$ cat src/rtl/window_sequencer.sv
// Window sequencer: assembles overlapping nucleotide windows, hands each to the
// hasher and commits it as an insert (reference) or query (read) with its id.
module window_sequencer #(
    parameter int WINDOW_SIZE              = 128,
    parameter int KMER_SIZE                = 16,
    parameter int STRIDE                   = WINDOW_SIZE - KMER_SIZE + 1,
    parameter int MAX_WINDOWS_IN_REFERENCE = 1024
) (
    input  logic                            clk,
    input  logic                            reset_window_sequencer_n,
    input  logic                            start,
    input  logic                            is_reference,
    input  logic                            nuc_valid,
    input  logic [1:0]                      nuc_data,
    input  logic                            nuc_last,
    output logic                            nuc_ready,
    output logic [0:WINDOW_SIZE-1][1:0]     window,
    output logic                            reset_window_hasher,
    output logic                            ready_for_hashing,
    input  logic                            hashing_is_done,
    output logic                            is_insert,
    output logic                            is_query,
    output logic [31:0]                     window_id,
    output logic [31:0]                     window_count,
    output logic                            overflow,
    output logic                            stream_done
);

    localparam int FILL_W = $clog2(WINDOW_SIZE + 1);
    localparam logic [FILL_W-1:0] FIRST_TGT = FILL_W'(WINDOW_SIZE);
    localparam logic [FILL_W-1:0] LATER_TGT = FILL_W'(STRIDE);
    localparam logic [31:0]       MAX_ID    = 32'(MAX_WINDOWS_IN_REFERENCE);

    typedef enum logic [2:0] {
        IDLE      = 3'd0,
        FILL      = 3'd1,
        HASH_RST  = 3'd2,
        HASH_WAIT = 3'd3,
        COMMIT    = 3'd4,
        DONE      = 3'd5
    } state_t;

    state_t                      state_r, next_state_s;
    logic                        mode_r;
    logic                        first_r;
    logic                        last_r;
    logic [FILL_W-1:0]           fill_r;
    logic [0:WINDOW_SIZE-1][1:0] window_r;
    logic [31:0]                 window_id_r;
    logic [31:0]                 window_count_r;
    logic                        overflow_r;
    logic                        nuc_ready_r;
    logic                        reset_window_hasher_r;
    logic                        ready_for_hashing_r;
    logic                        is_insert_r;
    logic                        is_query_r;
    logic                        stream_done_r;

    logic                        accept_s;
    logic [FILL_W-1:0]           fill_inc_s;
    logic [FILL_W-1:0]           target_s;
    logic                        complete_s;
    logic                        drop_s;

    assign nuc_ready           = nuc_ready_r;
    assign window              = window_r;
    assign reset_window_hasher = reset_window_hasher_r;
    assign ready_for_hashing   = ready_for_hashing_r;
    assign is_insert           = is_insert_r;
    assign is_query            = is_query_r;
    assign window_id           = window_id_r;
    assign window_count        = window_count_r;
    assign overflow            = overflow_r;
    assign stream_done         = stream_done_r;

    // Acceptance, window-completion and reference-capacity drop decisions
    always_comb begin
        accept_s   = 1'b0;
        fill_inc_s = fill_r + FILL_W'(1);
        target_s   = LATER_TGT;
        complete_s = 1'b0;
        drop_s     = 1'b0;
        if (first_r) begin
            target_s = FIRST_TGT;
        end else begin
            target_s = LATER_TGT;
        end
        if ((state_r == FILL) && nuc_valid && nuc_ready_r) begin
            accept_s   = 1'b1;
            complete_s = (fill_inc_s == target_s);
            drop_s     = complete_s && mode_r && (window_id_r == MAX_ID);
        end else begin
            accept_s = 1'b0;
        end
    end

    // Next-state logic
    always_comb begin
        next_state_s = state_r;
        case (state_r)
            IDLE: begin
                if (start) begin
                    next_state_s = FILL;
                end else begin
                    next_state_s = IDLE;
                end
            end
            FILL: begin
                if (accept_s && complete_s && !drop_s) begin
                    next_state_s = HASH_RST;
                end else if (accept_s && nuc_last) begin
                    next_state_s = DONE;
                end else begin
                    next_state_s = FILL;
                end
            end
            HASH_RST: next_state_s = HASH_WAIT;
            HASH_WAIT: begin
                if (hashing_is_done) begin
                    next_state_s = COMMIT;
                end else begin
                    next_state_s = HASH_WAIT;
                end
            end
            COMMIT: begin
                if (last_r) begin
                    next_state_s = DONE;
                end else begin
                    next_state_s = FILL;
                end
            end
            DONE:    next_state_s = IDLE;
            default: next_state_s = IDLE;
        endcase
    end

    // State register
    always_ff @(posedge clk or negedge reset_window_sequencer_n) begin
        if (!reset_window_sequencer_n) begin
            state_r <= IDLE;
        end else begin
            state_r <= next_state_s;
        end
    end

    // Control outputs are registered from the next state so they align with it
    always_ff @(posedge clk or negedge reset_window_sequencer_n) begin
        if (!reset_window_sequencer_n) begin
            nuc_ready_r           <= 1'b0;
            reset_window_hasher_r <= 1'b0;
            ready_for_hashing_r   <= 1'b0;
            is_insert_r           <= 1'b0;
            is_query_r            <= 1'b0;
            stream_done_r         <= 1'b0;
        end else begin
            nuc_ready_r           <= (next_state_s == FILL);
            reset_window_hasher_r <= (next_state_s == HASH_RST);
            ready_for_hashing_r   <= (next_state_s == HASH_WAIT);
            is_insert_r           <= (next_state_s == COMMIT) && mode_r;
            is_query_r            <= (next_state_s == COMMIT) && !mode_r;
            stream_done_r         <= (next_state_s == DONE);
        end
    end

    // Window buffer, fill counter, ids and sticky overflow
    always_ff @(posedge clk or negedge reset_window_sequencer_n) begin
        if (!reset_window_sequencer_n) begin
            mode_r         <= 1'b0;
            first_r        <= 1'b0;
            last_r         <= 1'b0;
            fill_r         <= '0;
            window_r       <= '0;
            window_id_r    <= 32'd0;
            window_count_r <= 32'd0;
            overflow_r     <= 1'b0;
        end else begin
            case (state_r)
                IDLE: begin
                    if (start) begin
                        mode_r         <= is_reference;
                        first_r        <= 1'b1;
                        last_r         <= 1'b0;
                        fill_r         <= '0;
                        window_id_r    <= 32'd0;
                        window_count_r <= 32'd0;
                        overflow_r     <= 1'b0;
                    end
                end
                FILL: begin
                    if (accept_s) begin
                        window_r <= {window_r[1:WINDOW_SIZE-1], nuc_data};
                        last_r   <= nuc_last;
                        // A dropped window restarts the count here; a hashed one at commit
                        if (drop_s) begin
                            fill_r     <= '0;
                            overflow_r <= 1'b1;
                        end else begin
                            fill_r <= fill_inc_s;
                        end
                        if (complete_s) begin
                            first_r <= 1'b0;
                        end
                    end
                end
                COMMIT: begin
                    window_id_r    <= window_id_r + 32'd1;
                    window_count_r <= window_count_r + 32'd1;
                    fill_r         <= '0;
                end
                default: begin
                end
            endcase
        end
    end

endmodule

$ cat config.mk
export PLATFORM = sky130hd
export DESIGN_NAME = window_sequencer
export DESIGN_NICKNAME = d
export VERILOG_FILES = /design/src/rtl/window_sequencer.sv
export SDC_FILE = /design/constraint.sdc
export NUM_CORES = 1
export LEC_CHECK = 0
export ABC_AREA = 0
export CAP_MARGIN = 20
export CORE_MARGIN = 2
export CORE_UTILIZATION = 54
export CTS_CLUSTER_SIZE = 25
export DETAILED_ROUTE_END_ITERATION = 16
export GPL_ROUTABILITY_DRIVEN = 1
export PLACE_DENSITY_LB_ADDON = 0.2
export SLEW_MARGIN = 0
export SYNTH_ARGS = -nofsm -noshare
export SYNTH_HDL_FRONTEND = slang
export SYNTH_SLANG_ARGS = --single-unit
$ cat constraint.sdc
create_clock -name clk -period 7 [get_ports clk]
set_input_delay 2.1 -clock clk [delete_from_list [all_inputs] [get_ports clk]]
set_output_delay 2.1 -clock clk [all_outputs]
set_load 0.02 [all_outputs]
==> summary.txt <==
Worst setup path
  • Crit path DAT: roughly 4.4 ns
  • Critical Path Slowest Stage Cell: buf_4
  • Setup crit end kind: flip-flop
  • CP peak stage delay: 0.85 ns
  • Setup CP Type: in2reg
  • Required @ worst endpoint: 7.42 ns
  • Worst path cell trace: clkdlybuf4s50_1 > nand3_1 > nor3_2 > buf_4 > nand2_1 > o211ai_1
  • Worst setup SP type: primary input
  • Crit path max fanout: 109

CTS
  • Post-CTS Setup Inserts: 0
  • Max clock buf depth: 3
  • Clock Tree Root: clkbuf_16
  • Skew-Pair Late Insertion Delay: 0.52 ns
  • CTS Hold Buffers Added: 0
  • Clk sink count: 341
  • CTS tree: done
  • Total CTS buffers: 36
  • H-tree depth: 2
  • Clock-pin slew on the worst setup and hold paths: ~0.060 ns
  • # resized after CTS: 0

Layout
  • Fin area: about 0.019 mm^2
  • Nets: 1866
  • Syn-to-layout area delta: 35.0%
  • Share of layout cells above drive strength 1: 0.0410
  • Final std cells w/o fill: 2207
  • FILL cells: 1785
  • Multi-input gate area: 0.00496 mm^2
  • Register area: 0.00853 mm^2

Timing
  • Slew Limit Fails: 0
  • Hold Fails Final Rpt: 0
  • Setup_tns: 0 ns
  • Relative slew slack: 0.297
  • Fmax: roughly 250 MHz
  • RSZ-0062 raised after global routing: no
  • Setup Viol. Count Final: 0
  • Final Skew: 0.0172 ns
  • Tmin final: 3.93 ns
  • Worst setup margin: 3.07 ns
  • Fin crit share: 0.561
  • Worst-margin pin slew: between 1 and 1.5 ns

Run
  • Max_cap viols: 0

Place
  • Hpwl dp: 22300 um
  • Placed inst area: between 0.015 and 0.02 mm^2
  • Dpl cells: 2144
  • Global placer's final weighted congestion: 0.842
  • Post-placement setup slack: 2.44 ns
  • I/O Buffers: 335

Floorplan
  • IO Pins: 336
  • Core Rows: 58
  • DIE HEIGHT: 164 um
  • Core ar.: 0.0252 mm^2
  • Die width: 164 um
  • Initial cell density of the core: 0.549
  • Die area: 0.0269 mm^2

Power
  • Pwr dens: 272 mW/mm^2
  • Peak supply drop: 0.000278 V
  • Int Power: between 3 and 4 mW
  • Comb power frac: 0.179
  • Switch share: 0.298
  • P_leak: 9.35 nW
  • Sequential power share: 0.432
  • Switch Pwr: 1.51 mW
  • Total Power: between 5 and 6 mW
  • Clk pwr share: 0.389

Outcome
  • Status: finished clean

Detailed routing
  • First-pass detailed-route iteration total: 5
  • Met1 wire length: between 10000 and 15000 um
  • WL/cell: 15.6 um
  • Met3 wire length: about 2900 um
  • Via count: ~12000
  • Met2 Wirelength: 16400 um
  • Final wirelength: 34300 um
  • Highest metal used: met4
  • Initial DRC count: 970
  • ANT nets after route: 0
  • Vias per inst: 5.23
  • DRC viols: 0

Logic synthesis
  • Synth Area per Inst: 8.93 um^2
  • Asr flop ratio synth: 1.00
  • Synth Cell Area: 0.0138 mm^2
  • Ranking of synthesized cells by area: dfrtp_1 (62%), nand2_1 (23%), o21ai_0 (1.9%)
  • Post-synth EDFFs: 0
  • Cell count after synthesis: 1549
  • Post-synthesis sequential area ratio: 0.617
  • FF+latch count, synth: 341
  • Top FF cell, synth: dfrtp_1
  • Yosys warns: 0
  • Yosys top cell area share: 0.617
  • Syn_nets: 1562
  • Cell variety after synth: 47
  • Cell taking the most area after synthesis: dfrtp_1

Global route
  • Overall global routing resource usage: 0.254
  • Initial antenna violation count: 1
  • First-pass GRT wire length: 55400 um
  • Pin count of the biggest net entering global routing: 156
  • Vias in the first global route: 11000
  • GR Overflow Total: 0

Min path
  • Hold Path Class: reg2reg
layout make-up:
type                            count  area share
Multi-Input combinational cell   1120       0.266
Inverter                            9     0.00181
Antenna cell                        1    0.000134
Clock buffer                       53      0.0582
Tap cell                          330      0.0221
Clock inverter                      8     0.00811
Sequential cell                   341       0.457
Timing Repair Buffer              345       0.187
flip-flops by register name, indices dropped and copies added, names as in the netlist, 3 cells and up:
signal	count
window	256
window_count	32
window_id	32
fill_r	8
state_r	3
cell families (layout without fill, tap and decap cells):
family | after synthesis | count (layout) | synth area share
AOI/OAI and AO/OA | 113 | 113 | 0.0508
xor gates and xnor gates | 8 | 8 | 0.00507
adders and majority gates | 4 | 4 | 0.00362
buffers and inverters | 88 | 415 | 0.0253
DFF | 341 | 341 | 0.617
muxes | 15 | 15 | 0.0109
other | 0 | 1 | 0
and+or+nand+nor | 980 | 980 | 0.287
cell usage in the layout (no fill, tap or decap), types with 6 or more instances in the layout:
cell	instances
mux2i_1	14
a21oi_1	6
a31oi_1	11
o21ai_0	53
clkbuf_8	8
and3_1	12
nor3_1	7
nor2_1	19
nor4_1	6
nand4_1	25
dfrtp_1	341
nand3_1	38
o31ai_1	14
clkbuf_1	7
nand2_1	842
clkbuf_16	38
inv_1	9
o211ai_1	17
clkdlybuf4s50_1	334
metal layers:
layer / GRT usage / vias to the layer above
met5: 0 / -
met4: 0.0901 / 0
met3: 0.0811 / 72
met2: 0.403 / 338
met1: 0.332 / 5559
li1: - / 5579
worst max-delay path, delay by kind of cell:
kind            cells  cell delay [ns]
simple gates        3             0.65
compound gates      1             0.26
buf+inv             2             1.32
cells in the mapped netlist, drive strengths merged (4+ instances only):
cell and instances:
o211ai 18, xor2 5, a31oi 11, buf 13, or3 4, nor2 19
nor4 7, and3 13, nand2 843, and4 5, clkbuf 66, a21oi 6
inv 9, dfrtp 341, o21ai 54, ha 4, o31ai 15, nor3 8
nand3 39, mux2i 14, nand4 25
per-stage QoR:
stage	util	hold slack (ns)
after CTS	0.740	0.479
final	0.741	0.475
after global routing	0.741	0.497
after global placement	0.691	0.459
after floorplan	-	0.434
after detailed placement	0.691	0.464
power groups by stage:
stage          sequential, mW  clock (mW)  combinational [mW]
2_1_floorplan            2.30           0               0.461
3_3_place_gp             2.22           0               0.887
3_5_place_dp             2.22           0               0.904
4_1_cts                  2.19        2.01               0.908
5_1_grt                  2.21        2.09               0.998
6_report                 2.19        1.98               0.909
final timing paths:
check                           depth (start not counted)                startpoint  slack [ns]          endpoint
min in group asynchronous                               1  reset_window_sequencer_n        1.54  window_count[20]
max in group asynchronous                               2  reset_window_sequencer_n        4.28       window[105]
worst min register to register                          2               window[255]        0.48       window[255]
worst max-delay path                                    6                 nuc_valid        3.07         fill_r[5]
worst max register to register                          7                state_r[2]        3.99     window_id[25]
worst min-delay path                                    2               window[255]        0.48       window[255]
(Power assumes the default switching activity.)
